[config.mk]
export PLATFORM = sky130hd
export DESIGN_NAME = mul_multicycle_acc
export DESIGN_NICKNAME = d
export VERILOG_FILES = /design/src/rtl/mul_multicycle_acc.sv
export SDC_FILE = /design/constraint.sdc
export NUM_CORES = 2
export LEC_CHECK = 0
export ABC_AREA = 1
export CAP_MARGIN = 15
export CORE_MARGIN = 4
export CORE_UTILIZATION = 55
export CTS_CLUSTER_DIAMETER = 50
export DETAILED_ROUTE_END_ITERATION = 8
export PLACE_DENSITY = 0.73
export SLEW_MARGIN = 5
export SYNTH_ARGS = -nofsm -noshare
export SYNTH_HDL_FRONTEND = slang
export SYNTH_SLANG_ARGS = --single-unit
[constraint.sdc]
create_clock -name clk -period 22.2 [get_ports clk]
set_clock_uncertainty 0.2 [all_clocks]
set_input_delay 4.44 -clock clk [delete_from_list [all_inputs] [get_ports clk]]
set_output_delay 4.44 -clock clk [all_outputs]
set_load 0.02 [all_outputs]
[src/rtl/mul_multicycle_acc.sv]
// Multicycle WIDTH x WIDTH -> 2*WIDTH multiplier built from four half-width partial products.
// Define MUL_ACC_EN to add the MADD/MSUB accumulate path (ACC state, hilo_i).
module mul_multicycle_acc #(
  parameter int WIDTH = 32
) (
  input  logic               clk,
  input  logic               rst,
  input  logic               start_i,
  input  logic               signed_mul_i,
  input  logic [1:0]         op_i,
  input  logic [WIDTH-1:0]   opdata1_i,
  input  logic [WIDTH-1:0]   opdata2_i,
  input  logic [2*WIDTH-1:0] hilo_i,
  input  logic               flush_i,
  output logic [2*WIDTH-1:0] result_o,
  output logic               ready_o,
  output logic               stall_o
);
  localparam int HALF = WIDTH / 2;

  typedef enum logic [2:0] {IDLE, PP, SUM, ACC, DONE} state_t;
  state_t state;

  logic               a_neg, b_neg;
  logic [WIDTH-1:0]   a_abs, b_abs;
  logic [WIDTH-1:0]   pp_hh_d, pp_hl_d, pp_lh_d, pp_ll_d;
  logic [WIDTH-1:0]   pp_hh, pp_hl, pp_lh, pp_ll;
  logic               neg_r;
  logic [2*WIDTH-1:0] sum, prod;

  // Negating the most-negative value wraps back to itself, which read as unsigned is 2^(W-1).
  assign a_neg = signed_mul_i & opdata1_i[WIDTH-1];
  assign b_neg = signed_mul_i & opdata2_i[WIDTH-1];
  assign a_abs = a_neg ? -opdata1_i : opdata1_i;
  assign b_abs = b_neg ? -opdata2_i : opdata2_i;

  assign pp_hh_d = {{HALF{1'b0}}, a_abs[WIDTH-1:HALF]} * {{HALF{1'b0}}, b_abs[WIDTH-1:HALF]};
  assign pp_hl_d = {{HALF{1'b0}}, a_abs[WIDTH-1:HALF]} * {{HALF{1'b0}}, b_abs[HALF-1:0]};
  assign pp_lh_d = {{HALF{1'b0}}, a_abs[HALF-1:0]}     * {{HALF{1'b0}}, b_abs[WIDTH-1:HALF]};
  assign pp_ll_d = {{HALF{1'b0}}, a_abs[HALF-1:0]}     * {{HALF{1'b0}}, b_abs[HALF-1:0]};

  assign sum = {pp_hh, {WIDTH{1'b0}}}
             + {{HALF{1'b0}}, pp_hl, {HALF{1'b0}}}
             + {{HALF{1'b0}}, pp_lh, {HALF{1'b0}}}
             + {{WIDTH{1'b0}}, pp_ll};
  assign prod = neg_r ? -sum : sum;

`ifdef MUL_ACC_EN
  logic [1:0]         op_r;
  logic [2*WIDTH-1:0] hilo_r, prod_r;
  logic               acc_op;
  assign acc_op = (op_r == 2'b01) || (op_r == 2'b10);
`else
  logic unused_acc;
  assign unused_acc = ^{op_i, hilo_i};
`endif

  always_ff @(posedge clk) begin
    if (rst) begin
      state    <= IDLE;
      result_o <= '0;
      ready_o  <= 1'b0;
      stall_o  <= 1'b0;
      neg_r    <= 1'b0;
      pp_hh    <= '0;
      pp_hl    <= '0;
      pp_lh    <= '0;
      pp_ll    <= '0;
`ifdef MUL_ACC_EN
      op_r     <= 2'b00;
      hilo_r   <= '0;
      prod_r   <= '0;
`endif
    end else begin
      case (state)
        IDLE: begin
          ready_o <= 1'b0;
          if (start_i && !flush_i) begin
            pp_hh   <= pp_hh_d;
            pp_hl   <= pp_hl_d;
            pp_lh   <= pp_lh_d;
            pp_ll   <= pp_ll_d;
            neg_r   <= a_neg ^ b_neg;
`ifdef MUL_ACC_EN
            op_r    <= op_i;
            hilo_r  <= hilo_i;
`endif
            stall_o <= 1'b1;
            state   <= PP;
          end
        end
        PP: begin
          if (flush_i) begin
            stall_o <= 1'b0;
            ready_o <= 1'b0;
            state   <= IDLE;
          end
`ifdef MUL_ACC_EN
          else if (acc_op) begin
            prod_r <= prod;
            state  <= ACC;
          end
`endif
          else begin
            result_o <= prod;
            ready_o  <= 1'b1;
            stall_o  <= 1'b0;
            state    <= DONE;
          end
        end
`ifdef MUL_ACC_EN
        ACC: begin
          if (flush_i) begin
            stall_o <= 1'b0;
            ready_o <= 1'b0;
            state   <= IDLE;
          end else begin
            result_o <= (op_r == 2'b10) ? hilo_r - prod_r : hilo_r + prod_r;
            ready_o  <= 1'b1;
            stall_o  <= 1'b0;
            state    <= DONE;
          end
        end
`endif
        // start_i is deliberately not looked at here; re-accept happens in IDLE.
        DONE: begin
          ready_o <= 1'b0;
          stall_o <= 1'b0;
          state   <= IDLE;
        end
        default: begin
          ready_o <= 1'b0;
          stall_o <= 1'b0;
          state   <= IDLE;
        end
      endcase
    end
  end
endmodule

==> impl_metrics.yaml <==
floorplan:
  start_util_pct: 55.6
  die_area_um2: 92700
  dieWidth_um: 304
  num_rows: 108
  coreArea_um2: 87000
  io_pins: 201
  die_h_um: 304
routing:
  vias: 43740
  drt_first_iter_violations: 3800
  drcViolationCount: 0
  dr.pass1.iters: 6
  routedWlPerCell_um: 19.6
  viasPerCell: 5.57
  wl_um: 154000
  ant_nets: 0
synth:
  syn_nets: 8088
  synth_edf_count: 0
  ys_ff_latch: 197
  synth.distinct_cells: 56
  avgSynthCellArea_um2: 7.22
  yosysSeqAreaShare_pct: 8.16
  ys.flop_type: "dfxtp_1"
  synth_area_um2: 48300
  syn_inst: 6693
  async_flop_share_pct: 0
  synth_top_area_cell: "fa_1"
  yosys_warnings: 0
  synth_top_area_share_pct: 33.5
  yosys-top-cells-area: "fa_1 (34%), nand2_1 (12%), inv_1 (12%)"
timing:
  setup-violations-final: 0
  timing.fmax_mhz: 68.7
  period_share_pct: 65.6
  hold_violations: 0
  tightest_slew_ps: 1210
  fin_setup_tns_ps: 0
  slew_headroom_pct: 19.2
  rsz0062_at_grt: "no"
  min_period_ps: 14560
  slew_violations: 0
  holdWs_ps: 271
setup_path:
  path_class: "in2reg"
  rr_startpoint: "pp_ll[17]"
  cp-end-kind: "register"
  crit_path_max_fanout: 25
  arrival_ps: 14750
  worstRegToRegCells: 21
  cp.required_ps: 22390
  cp-startpoint: "opdata2_i[0]"
  slowest_stage: "clkinv_1"
  slowest_delay_ps: 900
  worst_setup_path_start_kind: "primary input"
  cp_common_cell: "inv_1"
clock_network:
  hold_buffers: 0
  cts_buffers: 17
  cts_sinks: 197
  cts_tree: "built"
  path_clk_slew_ps: 90
  worst_skew_pair.late_latency_ps: 500
  ctsLongestPathBuffers: 2
  cts_setup_buffers: 0
  clockRootBuffer: "clkbuf_16"
  cts_resized: 0
  htree_levels: 4
cells_and_area:
  stdcell_count: 7859
  regArea_um2: 3950
  syn_to_final_growth_pct: 6.38
  drive_above_1_share_pct: 3.70
  nets: 8082
  multi_input_area_um2: 37700
  fillers: 8227
min_path:
  holdCritStartpoint: "stall_o"
  worstHoldPathType: "reg2reg"
  whs_path_depth: 2
global_route:
  grt_pass1_wl_um: 245000
  track_usage_pct: 33.8
  overflow: 0
  grt_pass1_vias: 44435
  antenna_found_initial: 8
  grt_max_degree: 115
placed_design:
  place_hpwl_um: 122000
  placed_cells: 7821
  port_buffers: 134
  routabilityCongestion: 0.974
run:
  maxCapViolCount: 0
status:
  outcome: "finished clean"
[cells in the mapped netlist, types with 10 or more instances]
| master | count |
|---|---|
| o21ai_0 | 208 |
| nand4_1 | 48 |
| nor4_1 | 16 |
| nand2_1 | 1553 |
| inv_1 | 1511 |
| ha_1 | 451 |
| buf_2 | 33 |
| xor2_1 | 92 |
| o211ai_1 | 30 |
| xnor2_1 | 45 |
| nand3_1 | 172 |
| nor3_1 | 36 |
| a21o_1 | 23 |
| clkinv_1 | 23 |
| nand3_2 | 15 |
| nand2_2 | 24 |
| nor2_1 | 754 |
| clkbuf_1 | 175 |
| o221ai_1 | 31 |
| buf_1 | 10 |
| nor2_2 | 23 |
| dfxtp_1 | 197 |
| inv_2 | 25 |
| o21ai_1 | 13 |
| a21oi_1 | 230 |
| nand3b_1 | 14 |
| o21a_1 | 11 |
| or2_2 | 23 |
| fa_1 | 809 |
| a31oi_1 | 28 |
[metrics by stage]
stage               worst slack (ps)  utilization [%]  instance area (µm²)
global placement                7480             58.3                50800
global route                    7050             59.1                51400
detailed placement              7360             58.3                50800
finish                          7640             59.1                51400
floorplan                      10350                -                48300
CTS                             7890             59.0                51400
[metal layers]
metal / share of wire, % / global-route usage (%) / routed length, µm
met1: 39 / 43.6 / 60200
met4: 7.1 / 19.6 / 10900
met5: 0.040 / 0 / 62
met3: 11 / 8.49 / 17300
met2: 43 / 51.9 / 65800
[registers in the layout (all words and copies together) (netlist names)]
name,flops
pp_hl,32
result_o,64
pp_ll,32
state,2
pp_hh,32
neg_r,1
stall_o,1
pp_lh,32
ready_o,1
[cell usage in the layout (no fill, tap or decap), drive strengths merged, types with 31 or more instances in the layout]
cell / instances
a21oi: 231
buf: 69
clkdlybuf4s50: 133
dfxtp: 197
fa: 809
ha: 451
inv: 1543
nand2: 1579
nand3: 187
nand4: 48
nor2: 782
nor3: 42
o21ai: 226
o221ai: 31
xnor2: 45
xor2: 94
[logic make-up after synthesis]
group                    synth area share (%)
XOR/XNOR                                 2.60
buffers and inverters                    14.0
AO/OA/AOI/OAI                            7.25
adder cells (fa/ha/maj)                  45.2
flip-flops                               8.16
AND/OR/NAND/NOR                          22.8
[final cells by class]
cell class,instances,area share (%)
clock buffers,17,0.827
clock inverters,15,0.387
multi-input cells,4710,73.3
flip-flops and latches,197,7.67
diodes,4,0.0195
inverters,1559,11.4
repair buffers,202,3.63
well taps,1155,2.81
[worst paths after layout]
kind                        to  slack [ps]
setup / recovery     pp_hh[27]        7640
hold reg to reg        stall_o         270
setup reg to reg  result_o[49]       17940
hold / removal         stall_o         270
[critical path: cells and delay by family]
family,cells,cell delay [ps]
compound gates,7,1530
fa+ha+maj,8,3580
buf+inv,12,2990
simple gates,12,2000
xor+xnor,1,160
Power is left out: the tool's default activity adds up to more than one toggle a clock period on the data nets, which glitch-free logic cannot reach.
